===== config.mk =====
export PLATFORM = sky130hd
export DESIGN_NAME = data_mov_seq_flat
export DESIGN_NICKNAME = d
export VERILOG_FILES = /design/src/rtl/data_mov_seq_if.sv /design/src/rtl/data_mov_seq.sv /design/src/flat_wrapper.sv
export SDC_FILE = /design/constraint.sdc
export NUM_CORES = 1
export LEC_CHECK = 0
export CAP_MARGIN = 30
export CELL_PAD_IN_SITES_DETAIL_PLACEMENT = 1
export CELL_PAD_IN_SITES_GLOBAL_PLACEMENT = 2
export CORE_ASPECT_RATIO = 1.5
export CORE_MARGIN = 8
export CORE_UTILIZATION = 29
export CTS_BUF_LIST = sky130_fd_sc_hd__clkbuf_2
export DETAILED_ROUTE_END_ITERATION = 7
export PLACE_DENSITY = 0.95
export SLEW_MARGIN = 25
export SYNTH_ARGS = -nofsm -noshare
export SYNTH_HDL_FRONTEND = slang
export SYNTH_SLANG_ARGS = --single-unit

===== constraint.sdc =====
create_clock -name clk -period 4.02 [get_ports clk]
set_input_delay 0.402 -clock clk [delete_from_list [all_inputs] [get_ports clk]]
set_output_delay 0.402 -clock clk [all_outputs]
set_load 0.1 [all_outputs]

===== src/rtl/data_mov_seq_if.sv =====
// rtl/data_mov_seq_if.sv - memory request/acknowledge bus between the sequencer and memory
//
// Signals:
//   mem_req    request, held until mem_ack or timeout   (master -> slave)
//   mem_we     1 = write, 0 = read                      (master -> slave)
//   mem_addr   byte address, stable while mem_req=1     (master -> slave)
//   mem_wdata  write data, stable while mem_req=1       (master -> slave)
//   mem_ack    acknowledge, meaningful only with mem_req (slave -> master)
//   mem_rdata  read data, valid in the mem_ack cycle    (slave -> master)

interface data_mov_seq_if;
   logic        mem_req;
   logic        mem_we;
   logic [31:0] mem_addr;
   logic [31:0] mem_wdata;
   logic        mem_ack;
   logic [31:0] mem_rdata;

   modport master (
      output mem_req,
      output mem_we,
      output mem_addr,
      output mem_wdata,
      input  mem_ack,
      input  mem_rdata
   );

   modport slave (
      input  mem_req,
      input  mem_we,
      input  mem_addr,
      input  mem_wdata,
      output mem_ack,
      output mem_rdata
   );
endinterface


===== src/rtl/data_mov_seq.sv =====
// rtl/data_mov_seq.sv - multi-cycle sequencer for MV, LDW, STW, PUSH and POP
//
// Ports:
//   clk, rst        clock; synchronous active-high reset
//   start           launch instruction, sampled only in IDLE
//   opcode          LDW=00001 STW=00010 MV=00011 PUSH=10011 POP=10100
//   has_imm, imm    operand is {16'b0, imm} when has_imm=1, else src_val
//   src_val         register-file source operand
//   busy            high in every state except IDLE
//   done, err       one-cycle completion pulse; err qualifies done
//   mem             memory bus (master side)
//   reg_we          register-file write strobe
//   reg_wdata       register-file write data
//   rsp             architectural stack pointer

module data_mov_seq #(
   parameter logic [31:0] RSP_RESET   = 32'h0000_FFFC,
   parameter logic [31:0] STACK_STEP  = 32'd4,
   parameter int          MEM_TIMEOUT = 15
) (
   input  logic                  clk,
   input  logic                  rst,
   input  logic                  start,
   input  logic [4:0]            opcode,
   input  logic                  has_imm,
   input  logic [15:0]           imm,
   input  logic [31:0]           src_val,
   output logic                  busy,
   output logic                  done,
   output logic                  err,
   data_mov_seq_if.master        mem,
   output logic                  reg_we,
   output logic [31:0]           reg_wdata,
   output logic [31:0]           rsp
);

   localparam logic [4:0] OP_LDW  = 5'b00001;
   localparam logic [4:0] OP_STW  = 5'b00010;
   localparam logic [4:0] OP_MV   = 5'b00011;
   localparam logic [4:0] OP_PUSH = 5'b10011;
   localparam logic [4:0] OP_POP  = 5'b10100;

   localparam int            CNT_W    = (MEM_TIMEOUT < 2) ? 1 : $clog2(MEM_TIMEOUT + 1);
   localparam logic [CNT_W-1:0] TMO_LAST = CNT_W'(MEM_TIMEOUT - 1);

   typedef enum logic [1:0] {
      S_IDLE = 2'd0,
      S_MEM  = 2'd1,
      S_WB   = 2'd2,
      S_FIN  = 2'd3
   } state_t;

   state_t state, state_nxt;

   logic [4:0]        op_q;
   logic              err_q;
   logic [CNT_W-1:0]  cnt_q;
   logic [31:0]       addr_q;
   logic [31:0]       wdata_q;
   logic              we_q;
   logic [31:0]       wb_q;
   logic [31:0]       rsp_q;

   logic [31:0]       operand;
   logic              tmo_hit;

   assign operand = has_imm ? {16'b0, imm} : src_val;
   assign tmo_hit = (cnt_q == TMO_LAST);

   // State register
   always_ff @(posedge clk) begin
      if (rst) begin
         state <= S_IDLE;
      end else begin
         state <= state_nxt;
      end
   end

   // Next-state logic
   always_comb begin
      state_nxt = state;
      case (state)
         S_IDLE: begin
            if (start) begin
               case (opcode)
                  OP_MV:                           state_nxt = S_WB;
                  OP_LDW, OP_STW, OP_PUSH, OP_POP: state_nxt = S_MEM;
                  default:                         state_nxt = S_FIN;
               endcase
            end
         end
         S_MEM: begin
            // An ack in the final allowed cycle still wins over the timeout.
            if (mem.mem_ack) begin
               if (op_q == OP_LDW || op_q == OP_POP) begin
                  state_nxt = S_WB;
               end else begin
                  state_nxt = S_FIN;
               end
            end else if (tmo_hit) begin
               state_nxt = S_FIN;
            end
         end
         S_WB:    state_nxt = S_IDLE;
         S_FIN:   state_nxt = S_IDLE;
         default: state_nxt = S_IDLE;
      endcase
   end

   // Datapath: everything needed for the transaction is captured at start,
   // so input changes while busy have no effect.
   always_ff @(posedge clk) begin
      if (rst) begin
         op_q    <= 5'b0;
         err_q   <= 1'b0;
         cnt_q   <= '0;
         addr_q  <= 32'b0;
         wdata_q <= 32'b0;
         we_q    <= 1'b0;
         wb_q    <= 32'b0;
         rsp_q   <= RSP_RESET;
      end else begin
         case (state)
            S_IDLE: begin
               if (start) begin
                  op_q  <= opcode;
                  cnt_q <= '0;
                  err_q <= 1'b0;
                  case (opcode)
                     OP_MV: begin
                        wb_q <= operand;
                     end
                     OP_LDW: begin
                        addr_q <= {16'b0, imm};
                        we_q   <= 1'b0;
                     end
                     OP_STW: begin
                        // STW always stores the register operand, even with has_imm set.
                        addr_q  <= {16'b0, imm};
                        we_q    <= 1'b1;
                        wdata_q <= src_val;
                     end
                     OP_PUSH: begin
                        // Pre-decrement: the slot below the current top.
                        addr_q  <= rsp_q - STACK_STEP;
                        we_q    <= 1'b1;
                        wdata_q <= operand;
                     end
                     OP_POP: begin
                        addr_q <= rsp_q;
                        we_q   <= 1'b0;
                     end
                     default: begin
                        err_q <= 1'b1;
                     end
                  endcase
               end
            end
            S_MEM: begin
               if (mem.mem_ack) begin
                  if (op_q == OP_PUSH) begin
                     rsp_q <= rsp_q - STACK_STEP;
                  end else if (op_q == OP_POP) begin
                     rsp_q <= rsp_q + STACK_STEP;
                  end
                  if (op_q == OP_LDW || op_q == OP_POP) begin
                     wb_q <= mem.mem_rdata;
                  end
               end else if (tmo_hit) begin
                  err_q <= 1'b1;
               end else begin
                  cnt_q <= cnt_q + 1'b1;
               end
            end
            default: begin
            end
         endcase
      end
   end

   assign busy          = (state != S_IDLE);
   assign done          = (state == S_WB) || (state == S_FIN);
   assign err           = (state == S_FIN) && err_q;
   assign reg_we        = (state == S_WB);
   assign reg_wdata     = wb_q;
   assign rsp           = rsp_q;

   assign mem.mem_req   = (state == S_MEM);
   assign mem.mem_we    = we_q;
   assign mem.mem_addr  = addr_q;
   assign mem.mem_wdata = wdata_q;

endmodule


===== src/flat_wrapper.sv =====
// flat-port wrapper written by rule: the top's interface ports become plain ports
module data_mov_seq_flat 
#(
   parameter logic [31:0] RSP_RESET   = 32'h0000_FFFC,
   parameter logic [31:0] STACK_STEP  = 32'd4,
   parameter int          MEM_TIMEOUT = 15
)
  (clk, rst, start, opcode, has_imm, imm, src_val, busy, done, err, reg_we, reg_wdata, rsp, mem_mem_req, mem_mem_we, mem_mem_addr, mem_mem_wdata, mem_mem_ack, mem_mem_rdata);
  data_mov_seq_if mem_i ();
  input  logic clk;
  input  logic rst;
  input  logic start;
  input  logic [4:0] opcode;
  input  logic has_imm;
  input  logic [15:0] imm;
  input  logic [31:0] src_val;
  output logic busy;
  output logic done;
  output logic err;
  output logic reg_we;
  output logic [31:0] reg_wdata;
  output logic [31:0] rsp;
  output wire logic [$bits(mem_i.mem_req)-1:0] mem_mem_req;
  output wire logic [$bits(mem_i.mem_we)-1:0] mem_mem_we;
  output wire logic [$bits(mem_i.mem_addr)-1:0] mem_mem_addr;
  output wire logic [$bits(mem_i.mem_wdata)-1:0] mem_mem_wdata;
  input wire logic [$bits(mem_i.mem_ack)-1:0] mem_mem_ack;
  input wire logic [$bits(mem_i.mem_rdata)-1:0] mem_mem_rdata;
  assign mem_mem_req = mem_i.mem_req;
  assign mem_mem_we = mem_i.mem_we;
  assign mem_mem_addr = mem_i.mem_addr;
  assign mem_mem_wdata = mem_i.mem_wdata;
  assign mem_i.mem_ack = mem_mem_ack;
  assign mem_i.mem_rdata = mem_mem_rdata;
  data_mov_seq #(.RSP_RESET(RSP_RESET), .STACK_STEP(STACK_STEP), .MEM_TIMEOUT(MEM_TIMEOUT)) u_core (.clk(clk), .rst(rst), .start(start), .opcode(opcode), .has_imm(has_imm), .imm(imm), .src_val(src_val), .busy(busy), .done(done), .err(err), .mem(mem_i), .reg_we(reg_we), .reg_wdata(reg_wdata), .rsp(rsp));
endmodule

==> results.py, run 1 <==
metrics = {
    "grt": {
        "grt_pass1_wl_mm": 46.64,
        "grt_pass1_vias": 8452,
        "gr-usage-all-layers": 0.1880,
        "grt_max_degree": 88,
        "grt_antenna_before_repair": 5,
        "grt_overflow_total": 0,
    },
    "synthesis": {
        "synthTopCellsByArea": "dfxtp_1 (38%), nor2_1 (7.7%), a211oi_1 (5.2%)",
        "async_flop_share": 0,
        "avgSynthCellArea_um2": 7.828,
        "postSynthCellCount": 937,
        "synth_top_area_frac": 0.3794,
        "ys_seq_elements": 139,
        "ys.flop_type": "dfxtp_1",
        "synth_cell_type_count": 61,
        "yosysSeqAreaShare": 0.3794,
        "syn-cell-area_mm2": 0.007335,
        "yosys_warnings": 0,
        "synth_edf_count": 0,
        "yosys.area.top_type": "dfxtp_1",
    },
    "clock_network": {
        "cts_tree": "done",
        "clockBufferDepth": 2,
        "post_cts_resize_count": 0,
        "cts_buffers": 17,
        "cts.clk_slew.worst_paths_ps": 230,
        "clockRootBuffer": "clkbuf_2",
        "htreeDepth": 4,
        "clock_latency_ps": 760,
        "postCtsSetupRepairBufs": 0,
        "cts_hold_buf": 0,
        "clock_sinks": 139,
    },
    "setup_path": {
        "critPathMaxFanout": 15,
        "path_cells": "clkdlybuf4s50_1",
        "crit_path_end_kind": "output port",
        "critical_path_class": "register to output port",
        "start_kind": "register",
        "max_stage_delay_ps": 1250,
        "cp.required_ps": 3620,
        "worstRegToRegCells": 8,
        "slowest_stage": "clkdlybuf4s50_1",
        "cpLargestDelayFamily": "buffers and inverters",
        "cp_num_cells": 1,
        "path_buf_inv": 1,
        "arrival_ps": 2720,
    },
    "worst_hold_path": {
        "holdPathStages": 3,
        "min_path_type": "input port to register",
    },
    "detailed_routing": {
        "ant_nets": 0,
        "drt_iter0_drc": 465,
        "drcViolationCount": 0,
        "num_vias": 7809,
        "avgRoutedWirePerCell_um": 20.14,
        "wirelength_mm": 29.42,
        "viasPerCell": 5.345,
        "drt_pass1_iterations": 4,
    },
    "timing": {
        "fin_crit_sh": 0.7768,
        "worst_slew_pin_slew_ps": 1034,
        "max_slew_margin": 0.3083,
        "grt_setup_unrepaired": "false",
        "finalSetupViolCount": 0,
        "final_max_slew_viol_count": 0,
        "timing_hold_violations_final": 0,
        "period_needed_ps": 3123,
        "clock_skew_ps": 36.63,
        "setup_tns_ps": 0,
        "fmax_ghz": 0.3202,
    },
    "final_layout": {
        "instances_no_fill": 1461,
        "area_growth_pct": 40.38,
        "num-fill-cells": 2940,
        "finalNetCount": 1209,
        "fin_util": 0.4125,
        "multi_input_area_mm2": 0.004182,
        "regArea_mm2": 0.002783,
        "layout_commonest_cell": "clkdlybuf4s50_1",
        "layout_common_cells": "clkdlybuf4s50_1 (218), nor2_1 (151), dfxtp_1 (139), nand2_1 (64), nor3_1 (61)",
        "drive_gt1_frac": 0.07004,
    },
    "power_and_ir_drop": {
        "p_comb_frac": 0.194,
        "p_sw_mw": 0.9951,
        "ir_drop_v": 0.0001422,
        "p_seq_frac": 0.466,
        "p_int_mw": 2.089,
        "power_frac_clock": 0.340,
        "p_leak_nw": 3.591,
        "p_per_area_mw_per_mm2": 299.5,
        "switching_share": 0.3227,
    },
    "floorplanning": {
        "dieArea_mm2": 0.03074,
        "die_x_um": 145.9,
        "num_rows": 71,
        "start_util": 0.2938,
        "design.core.area_mm2": 0.02496,
        "die_y_um": 210.8,
        "ios": 224,
    },
    "outcome": {
        "status": "completed",
    },
    "placement": {
        "io_buffer_count": 221,
        "place_inst": 1422,
        "gp_congestion": 0.8635,
        "hpwl_mm": 21.75,
    },
    "job": {
        "drv.max_cap_violation_count": 0,
    },
}
-- cell families after synthesis --
group,Yosys count,share of synthesized area
compound gates,228,0.2110
xor+xnor,36,0.04299
fa+ha+maj,4,0.006824
buf+inv,101,0.05510
flops,139,0.3794
mux,22,0.03019
other cells,1,0.0005113
simple gates,406,0.2740
-- Yosys cell counts (all sizes together) (5+ instances only) --
cell      n
a31oi     5
mux2i    21
nor4     20
a221oi   13
nor3     63
nand4     6
xor2     24
o21ai    31
nand2b   14
or3      10
nor3b    24
buf      13
clkbuf   78
nor2    151
a22oi    22
a211oi   51
nand3    12
a311oi    5
inv      10
a21oi    55
dfxtp   139
nor2b     8
xnor2    12
o211ai   17
a32oi    11
and2      6
and3      8
nand2    64
-- power groups by stage --
stage | registers, mW | logic, mW | clock network [mW]
floorplan | 1.60 | 0.233 | 0
global placement | 1.46 | 0.578 | 0
detailed placement | 1.46 | 0.596 | 0
CTS | 1.44 | 0.597 | 1.08
global route | 1.44 | 0.633 | 1.14
finish | 1.44 | 0.597 | 1.05
-- tightest hold or removal path: stages --
cell and delay [ps]:
clkdlybuf4s50_1 470, a22oi_1 70, nor2_1 70
-- per-stage QoR --
step                      worst slack (ps)  instance area [um^2]  hold WS [ps]  total power, mW
after floorplan                       1084                  7338         472.0            1.837
after global placement               892.0                  9768         436.6            2.042
after detailed placement             958.2                  9942         447.4            2.060
after CTS                            810.6                 10250         153.9            3.121
after global routing                 752.5                 10300         196.6            3.219
final                                897.2                 10300         269.2            3.084
-- sequential cells by signal, summed over array words and instances, names as in the netlist --
register              count
u_core.op_q               5
u_core.mem.mem_wdata     32
u_core.rsp               30
u_core.err_q              1
u_core.mem.mem_we         1
u_core.cnt_q              4
u_core.state              2
u_core.mem.mem_addr      32
u_core.reg_wdata         32
-- per-layer routing --
metal  up-vias  track usage  share of wire
met3        49      0.05339          0.056
met5         -            0              0
li1       3743            -              -
met2       210       0.3396           0.52
met4         0      0.08718          0.031
met1      3807       0.1987           0.39
-- worst paths after layout --
path                              endpoint                  from  slack [ps]
setup reg to reg            u_core.rsp[12]         u_core.rsp[2]        1140
hold reg to reg       u_core.reg_wdata[10]  u_core.reg_wdata[10]         470
setup / recovery                    rsp[7]         u_core.rsp[7]         900
hold / removal    u_core.mem.mem_wdata[25]           src_val[25]         270
-- layout make-up --
type | count | area share
diodes | 5 | 0.001215
clock buffers | 17 | 0.008263
clock inverters | 15 | 0.02127
inverters | 10 | 0.003646
multi-input cells | 698 | 0.4061
flip-flops and latches | 139 | 0.2703
well taps | 328 | 0.03986
repair buffers | 249 | 0.2494
Power figures use the tool's default switching activity.
==> run 2: changes to the inputs <==
--- a/config.mk
+++ b/config.mk
@@ -10,10 +10,10 @@
 export CELL_PAD_IN_SITES_GLOBAL_PLACEMENT = 2
 export CORE_ASPECT_RATIO = 1.5
 export CORE_MARGIN = 8
-export CORE_UTILIZATION = 29
+export CORE_UTILIZATION = 24
 export CTS_BUF_LIST = sky130_fd_sc_hd__clkbuf_2
 export DETAILED_ROUTE_END_ITERATION = 7
-export PLACE_DENSITY = 0.95
+export PLACE_DENSITY = 0.88
 export SLEW_MARGIN = 25
 export SYNTH_ARGS = -nofsm -noshare
 export SYNTH_HDL_FRONTEND = slang
==> constraint.sdc (replaced) <==
create_clock -name clk -period 2.8 [get_ports clk]
set_input_delay 0.28 -clock clk [delete_from_list [all_inputs] [get_ports clk]]
set_output_delay 0.28 -clock clk [all_outputs]
set_load 0.1 [all_outputs]
==> run 2 against run 1 <==
Effect of this change:
- core utilization fell by 7.3 points
- count of clock-buffer cells in the layout rose by 1
- sequential power rose by 43%
- routed wire length rose by 4.2%
- clock skew fell by 11 ps
- die area rose by 19%
- power rose by 37%
- critical endpoint is now u_core.rsp[12]
- combinational power rose by 48%
==> results.py, run 2 (same netlist as run 1, synthesis figures left out) <==
metrics = {
    "outcome": {
        "status": "completed",
    },
    "setup_path": {
        "start_kind": "register",
        "path_cells": "inv_1 -> ha_1 -> or4b_1 -> or4_1 -> o31ai_1 -> a21oi_1 -> nor4_1 -> nor2_1",
        "reg2reg_from": "u_core.rsp[2]",
        "slowest_stage": "or4b_1",
        "critical_path_class": "register to register",
        "cp.required_ps": 3530,
        "critPathMaxFanout": 9,
        "cpLargestDelayFamily": "simple AND/OR/NAND/NOR gates",
        "cp-startpoint": "u_core.rsp[2]",
        "crit_path_end_kind": "register",
        "max_stage_delay_ps": 520,
        "path_buf_inv": 1,
        "arrival_ps": 3260,
    },
    "grt": {
        "grt_overflow_total": 0,
        "grt_antenna_before_repair": 3,
        "gr-usage-all-layers": 0.1646,
        "grt_pass1_wl_mm": 48.00,
        "grt_pass1_vias": 8261,
        "grt_max_degree": 59,
    },
    "clock_network": {
        "post_cts_resize_count": 0,
        "cts_tree": "done",
        "clock_sinks": 139,
        "clockBufferDepth": 2,
        "clockRootBuffer": "clkbuf_2",
        "htreeDepth": 4,
        "cts_buffers": 17,
        "clock_latency_ps": 800,
        "cts.clk_slew.worst_paths_ps": 220,
        "postCtsSetupRepairBufs": 0,
        "cts_hold_buf": 8,
    },
    "floorplanning": {
        "num_rows": 78,
        "die_y_um": 230.1,
        "ios": 224,
        "dieArea_mm2": 0.03653,
        "design.core.area_mm2": 0.03016,
        "start_util": 0.2432,
        "die_x_um": 158.7,
    },
    "final_layout": {
        "layout_commonest_cell": "buf_4",
        "drive_gt1_frac": 0.2098,
        "instances_no_fill": 1566,
        "area_growth_pct": 39.46,
        "fin_util": 0.3392,
        "num-fill-cells": 3588,
        "fin_area_mm2": 0.01023,
        "finalNetCount": 1246,
        "layout_common_cells": "buf_4 (183), nor2_1 (150), dfxtp_1 (134), clkdlybuf4s50_1 (87), nand2_1 (64)",
    },
    "detailed_routing": {
        "routed-wl-met3_mm": 1.739,
        "viasPerCell": 5.073,
        "wirelength_mm": 30.65,
        "drt_iter0_drc": 392,
        "met1_length_mm": 11.93,
        "avgRoutedWirePerCell_um": 19.57,
        "drcViolationCount": 0,
        "drt_pass1_iterations": 4,
        "num_vias": 7944,
        "highest_layer": "met4",
        "dr_wl_met2_mm": 15.86,
        "ant_nets": 0,
    },
    "timing": {
        "worst_slew_pin_slew_ps": 707.5,
        "timing_hold_violations_final": 0,
        "finalSetupViolCount": 0,
        "fmax_ghz": 0.3946,
        "fin_crit_sh": 0.9052,
        "period_needed_ps": 2534,
        "fin_ws_ps": 265.6,
        "max_slew_margin": 0.5278,
        "grt_setup_unrepaired": "false",
        "setup_tns_ps": 0,
        "final_max_slew_viol_count": 0,
        "clock_skew_ps": 25.73,
    },
    "power_and_ir_drop": {
        "p_per_area_mw_per_mm2": 413.0,
        "p_leak_nw": 3.935,
        "ir_drop_v": 0.0001890,
    },
    "worst_hold_path": {
        "hold_path.startpoint": "imm[0]",
        "min_path_type": "input port to register",
    },
    "placement": {
        "placed_cell_area_mm2": 0.009899,
        "place_inst": 1525,
        "hpwl_mm": 23.15,
        "io_buffer_count": 221,
        "dp_worst_setup_slack_ps": 222.6,
        "gp_congestion": 0.8572,
    },
    "job": {
        "drv.max_cap_violation_count": 0,
    },
}
[run 2: cell count changes in the layout (fill, tap and decap cells not counted), moves of 6 or more]
cell,change
buf_12,+6
clkdlybuf4s50_1,-131
buf_4,+162
dlygate4sd3_1,+7
buf_16,-7
[run 2: final timing paths]
check / endpoint / slack [ps] / cells past startpoint
min reg2reg: u_core.reg_wdata[10] / 480 / 2
max: u_core.rsp[12] / 270 / 8
max reg2reg: u_core.rsp[12] / 270 / 8
min: u_core.mem.mem_addr[0] / 120 / 3
[run 2: worst register-to-register path, cell delays in order (launching register included)]
cell	delay (ps)
dfxtp_2	430
inv_1	130
ha_1	170
or4b_1	520
or4_1	500
o31ai_1	300
a21oi_1	120
nor4_1	240
nor2_1	60
[run 2: power by group]
part | leakage (nW) | switching [mW] | total (mW) | internal, mW
clock network | 0.135 | 0.800 | 1.29 | 0.487
logic | 2.68 | 0.582 | 0.882 | 0.300
registers | 1.12 | 0.0316 | 2.06 | 2.02
[run 2: cell type report]
type                            count  area [um^2]  share of cell area
Timing Repair Buffer              286         2470              0.2415
Clock inverter                     12        151.4             0.01480
Clock buffer                       18        90.09            0.008807
Antenna cell                        3        7.507           0.0007339
Inverter                           10        37.54            0.003670
Multi-Input combinational cell    698         4183              0.4089
Tap cell                          400        500.5             0.04893
Sequential cell                   139         2789              0.2727
[run 2: metal layers]
layer	GRT usage	vias to the layer above
met5	0	-
met4	0.08687	0
met3	0.04328	50
met2	0.2934	227
met1	0.1751	3862
li1	-	3805
[run 2: metrics by stage]
stage | total power [mW] | hold slack (ps)
final | 4.224 | 120.7
after global placement | 2.963 | 439.6
after detailed placement | 2.974 | 450.9
after global routing | 4.424 | 35.97
after CTS | 4.316 | 0.6689
after floorplan | 2.638 | 427.2
